===== src/rtl/pnc_stmc_dispatch.sv =====
// Expands one accepted address word into neuron-array beats (spike, dual spike, param write, rich-club broadcast) or drops it.
// Latency: first beat valid 2 posedges after acceptance; back-to-back beats at 1 per cycle while o_ready is high.
// Backpressure: in_ready only in IDLE; a beat holds stable while o_valid && !o_ready.
module pnc_stmc_dispatch #(
    parameter int N_NEURON = 128,
    parameter int ADDR_W   = 7
) (
    input  logic              clk,
    input  logic              rst,
    input  logic [15:0]       iAddr,
    input  logic              in_valid,
    output logic              in_ready,
    input  logic [1:0]        ctrl,
    output logic              o_valid,
    input  logic              o_ready,
    output logic [ADDR_W-1:0] o_addr,
    output logic [1:0]        o_kind,
    output logic [7:0]        o_data,
    output logic              busy,
    output logic [7:0]        drop_cnt
);

    typedef enum logic [2:0] {
        S_IDLE,
        S_DECODE,
        S_PARAM,
        S_SEND1,
        S_SEND2,
        S_BCAST
    } state_t;

    localparam logic [ADDR_W-1:0] LAST_NEURON = ADDR_W'(N_NEURON - 1);
    localparam logic [1:0] KIND_SPIKE = 2'b00;
    localparam logic [1:0] KIND_PARAM = 2'b01;
    localparam logic [1:0] KIND_RICH  = 2'b10;

    state_t            state_q, state_d;
    logic [15:0]       word_q, word_d;
    logic              dual_q, dual_d;
    logic [ADDR_W-1:0] cnt_q, cnt_d;
    logic [7:0]        drop_q, drop_d;
    logic              o_valid_q, o_valid_d;
    logic [ADDR_W-1:0] o_addr_q, o_addr_d;
    logic [1:0]        o_kind_q, o_kind_d;
    logic [7:0]        o_data_q, o_data_d;

    assign in_ready = (state_q == S_IDLE) && !rst;
    assign busy     = (state_q != S_IDLE);
    assign drop_cnt = drop_q;
    assign o_valid  = o_valid_q;
    assign o_addr   = o_addr_q;
    assign o_kind   = o_kind_q;
    assign o_data   = o_data_q;

    // State, latched word, broadcast counter and output beat registers.
    always_ff @(posedge clk) begin
        if (rst) begin
            state_q   <= S_IDLE;
            word_q    <= '0;
            dual_q    <= 1'b0;
            cnt_q     <= '0;
            drop_q    <= '0;
            o_valid_q <= 1'b0;
            o_addr_q  <= '0;
            o_kind_q  <= '0;
            o_data_q  <= '0;
        end else begin
            state_q   <= state_d;
            word_q    <= word_d;
            dual_q    <= dual_d;
            cnt_q     <= cnt_d;
            drop_q    <= drop_d;
            o_valid_q <= o_valid_d;
            o_addr_q  <= o_addr_d;
            o_kind_q  <= o_kind_d;
            o_data_q  <= o_data_d;
        end
    end

    // Next state; ctrl is only trusted in DECODE, when it reflects word_q.
    always_comb begin
        state_d = state_q;
        word_d  = word_q;
        dual_d  = dual_q;
        cnt_d   = cnt_q;
        drop_d  = drop_q;
        case (state_q)
            S_IDLE: begin
                if (in_valid) begin
                    word_d  = iAddr;
                    state_d = S_DECODE;
                end
            end
            S_DECODE: begin
                case (ctrl)
                    2'b00: begin
                        if (drop_q != 8'hFF) drop_d = drop_q + 8'd1;
                        state_d = S_IDLE;
                    end
                    2'b01: begin
                        dual_d  = 1'b0;
                        state_d = word_q[15] ? S_PARAM : S_SEND1;
                    end
                    2'b11: begin
                        dual_d  = 1'b1;
                        state_d = S_SEND1;
                    end
                    default: begin
                        cnt_d   = '0;
                        state_d = S_BCAST;
                    end
                endcase
            end
            S_PARAM: begin
                if (o_ready) state_d = S_IDLE;
            end
            S_SEND1: begin
                if (o_ready) state_d = dual_q ? S_SEND2 : S_IDLE;
            end
            S_SEND2: begin
                if (o_ready) state_d = S_IDLE;
            end
            S_BCAST: begin
                if (o_ready) begin
                    if (cnt_q == LAST_NEURON) state_d = S_IDLE;
                    else                      cnt_d   = cnt_q + 1'b1;
                end
            end
            default: state_d = S_IDLE;
        endcase
    end

    // Beat registers follow the next state, so a stalled beat re-registers identical values.
    always_comb begin
        o_valid_d = 1'b0;
        o_addr_d  = '0;
        o_kind_d  = KIND_SPIKE;
        o_data_d  = '0;
        case (state_d)
            S_PARAM: begin
                o_valid_d = 1'b1;
                o_kind_d  = KIND_PARAM;
                o_addr_d  = word_d[ADDR_W-1:0];
                o_data_d  = word_d[14:7];
            end
            S_SEND1: begin
                o_valid_d = 1'b1;
                o_addr_d  = word_d[ADDR_W-1:0];
            end
            S_SEND2: begin
                o_valid_d = 1'b1;
                o_addr_d  = word_d[2*ADDR_W-1:ADDR_W];
            end
            S_BCAST: begin
                o_valid_d = 1'b1;
                o_kind_d  = KIND_RICH;
                o_addr_d  = cnt_d;
            end
            default: ;
        endcase
    end

endmodule


===== config.mk =====
export PLATFORM = sky130hd
export DESIGN_NAME = pnc_stmc_dispatch
export DESIGN_NICKNAME = d
export VERILOG_FILES = /design/src/rtl/pnc_stmc_dispatch.sv
export SDC_FILE = /design/constraint.sdc
export NUM_CORES = 1
export LEC_CHECK = 0
export CAP_MARGIN = 40
export CORE_UTILIZATION = 53
export CTS_BUF_LIST = sky130_fd_sc_hd__clkbuf_4 sky130_fd_sc_hd__clkbuf_8 sky130_fd_sc_hd__clkbuf_16
export DETAILED_ROUTE_END_ITERATION = 7
export PLACE_DENSITY = 0.95
export REMOVE_ABC_BUFFERS = 1
export SYNTH_ARGS = -nofsm -noshare
export SYNTH_HDL_FRONTEND = slang
export SYNTH_SLANG_ARGS = --single-unit

===== constraint.sdc =====
create_clock -name clk -period 5.1 [get_ports clk]
set_input_delay 0.51 -clock clk [delete_from_list [all_inputs] [get_ports clk]]
set_output_delay 0.51 -clock clk [all_outputs]
set_load 0.005 [all_outputs]

==> metrics <==
critical setup path kind input pin to flip-flop; Post-DP Area between 2000 and 3000 um2; Hold Buf Count CTS 0; Synth area leaders dfxtp_1 49%, mux2i_1 8.8%, nor2_1 7.7%; H-tree lvl count 2; # Post-CTS Setup Buffers 0; post-synth top area share 49.2%; worst reg-to-reg path cell count 6; crit start category input pin; Worst-Skew Late Latency around 0.31 ns; Clock Path Buffers 2; fillers ~250; actual slew at the worst max-slew pin slightly below 0.9 ns; most used cell, CP nand4_1; Post-synth EDFFs 0; Cell Rows 22; Max Slew Vio Count 0; HP Class flip-flop to flip-flop; clk_skew ~0.0072 ns; Pre-antenna DRT Iters 5; clock sinks 53; final worst-path cycle share about half; grt total ovfl 0; Ys Warns 0; via count about 1900; hpwl dp 3540 um; Yosys cell types 45; drt drc 0; final critical-path required period approximately 2.5 ns; Worst Path Buf+Inv 1; leak pwr 1.06 nW; Clock Tree Root clkbuf_8; Die Wd 65.8 um; synth cell count leaders 53 x dfxtp_1, 44 x nor2_1, 19 x mux2i_1, 8 x nand3_1; worst path required time 5.33 ns; first-pass GRT wire length 8310 um; area leader, netlist dfxtp_1; WHS Path Cells 2; Syn Area/Cell a little under 10 um2; Max Cap Viol 0; sequential-to-total area share from yosys stat between 40% and 50%; initial antenna violation count 0; global-route usage over all layers between 20% and 30%; Crit path max-delay family simple AND/OR/NAND/NOR gates; Mapped Area 2160 um2; RSZ-0062 raised after global routing false; max incr delay on CP roughly 0.6 ns; port buffer count 49; Die H 65.8 um; ant diodes 0; final hold viol count 0; relative slew slack between 40% and 50%; highest clock rate between 400 and 500 MHz; Die Footprint around 4300 um2; Peak VDD IR 0.000214 V; P&R area growth vs syn 28.9%; initial core utilization a little under three fifths; Worst EP arrival 2.72 ns; largest net degree at the start of global routing 38; layout cell share with drive strength beyond 1 under 10%; Final TNS setup 0 ns; vias in the first global route approximately 1700; Placeable Area about 3800 um2; Async S/R FF share, synth 0%; Via density between 5 and 6; DR WL/cell 16.0 um; Syn Inst Count about 220; Yosys reg bits 53; TritonCTS buffer count 5; post-route ant nets 0; Initial DRC Count around 180; worst-path fanout max 9; Levels on crit path 5; routability cong. 0.917; CTS tree done; DRT Wirelength just over 5000 um; critical path's slowest cell o21ai_0; Resize count post-CTS 0; Setup violations, final 0; top-count cell post-synth dfxtp_1; PwrDens roughly 290 nW/um2; dominant synthesized flop cell dfxtp_1; final instance area roughly 2800 um2; status complete, no violations; Reg clk slew, reported paths roughly 0.09 ns; crit end category flip-flop; worst path cell trace clkdlybuf4s50_1, nand4_1, o21ai_0, nand4_1, nor2_1; IO Pins 50; Final nets ~300
==> flip-flops by register name (all words and copies together) (netlist names) <==
register,flops
o_addr,7
word_q,16
o_data,8
o_valid,1
o_kind,2
state_q,3
cnt_q,7
dual_q,1
drop_cnt,8
==> final cells by class <==
cell class	count	area (um2)	area share, %
flip-flops and latches	53	1060	38.1
multi-input cells	155	1030	37.0
repair buffers	51	505	18.2
clock buffers	6	82.6	2.97
well taps	48	60.1	2.16
inverters	7	26.3	0.945
clock inverters	2	17.5	0.630
==> worst reg2reg max path, stage by stage, from the launching register on <==
cell,delay (ns)
dfxtp_1,0.44
nor4b_4,0.72
buf_4,0.35
mux2i_1,0.36
o22ai_1,0.12
a41oi_1,0.20
nor2_1,0.06
==> layout by cell type, fill, tap and decap left out, types with 2 or more instances in the layout <==
cell and instances:
dfxtp_1 53, clkdlybuf4s50_1 49, nor2_1 44, mux2i_1 19, nand3_1 8, inv_1 7
o22ai_1 7, nand2_1 6, a21oi_1 6, clkbuf_8 6, nand4_1 5, a31oi_1 5
nor3_1 5, xnor2_1 5, o21ai_0 4, nor2b_1 4, and3_1 3, and3b_1 3
or3_1 2, mux2_2 2, and2_1 2, nand3b_1 2, o22a_1 2, a21o_1 2
ha_1 2, buf_4 2
==> per-stage QoR <==
stage | utilization, % | power, mW | cells | setup slack [ns] | hold WS [ns]
2_1_floorplan | - | 0.506 | 215 | 2.24 | 0.456
3_3_place_gp | 71.1 | 0.552 | 314 | 2.42 | 0.470
3_5_place_dp | 71.1 | 0.556 | 314 | 2.38 | 0.490
4_1_cts | 73.8 | 0.804 | 322 | 2.63 | 0.516
5_1_grt | 73.8 | 0.831 | 322 | 2.50 | 0.534
6_report | 73.8 | 0.800 | 322 | 2.61 | 0.514
==> cell families after synthesis <==
kind of cell               synth area share, %
and+or+nand+nor                           21.8
xor gates and xnor gates                  2.44
buffers and inverters                     3.54
adders and majority gates                 1.16
muxes                                     9.86
AOI/OAI and AO/OA                         12.1
DFF                                       49.2
==> layer usage <==
layer | global-route usage (%) | vias up | part of all wire (%) | wire length, um
met5 | 0 | - | 0 | 0
met1 | 33.1 | 895 | 44 | 2250
met4 | 7.88 | 0 | 1.5 | 75
li1 | - | 879 | - | -
met2 | 43.4 | 78 | 50 | 2570
met3 | 3.97 | 11 | 4.9 | 253
==> power by group <==
| group | switching, mW | internal (mW) | total, mW |
|---|---|---|---|
| Clock | 0.138 | 0.113 | 0.250 |
| Combinational | 0.0567 | 0.0545 | 0.111 |
| Sequential | 0.00957 | 0.429 | 0.438 |
==> final timing paths <==
| path | start | end | slack, ns |
|---|---|---|---|
| setup / recovery | o_ready | o_data[5]$_SDFF_PP0_ | 2.61 |
| hold / removal | word_q[1]$_SDFF_PP0_ | word_q[1]$_SDFF_PP0_ | 0.51 |
| setup reg to reg | state_q[1]$_SDFF_PP0_ | o_addr[4]$_SDFF_PP0_ | 2.74 |
| hold reg to reg | word_q[1]$_SDFF_PP0_ | word_q[1]$_SDFF_PP0_ | 0.51 |
Note: power is estimated with default switching activity, not from simulation.
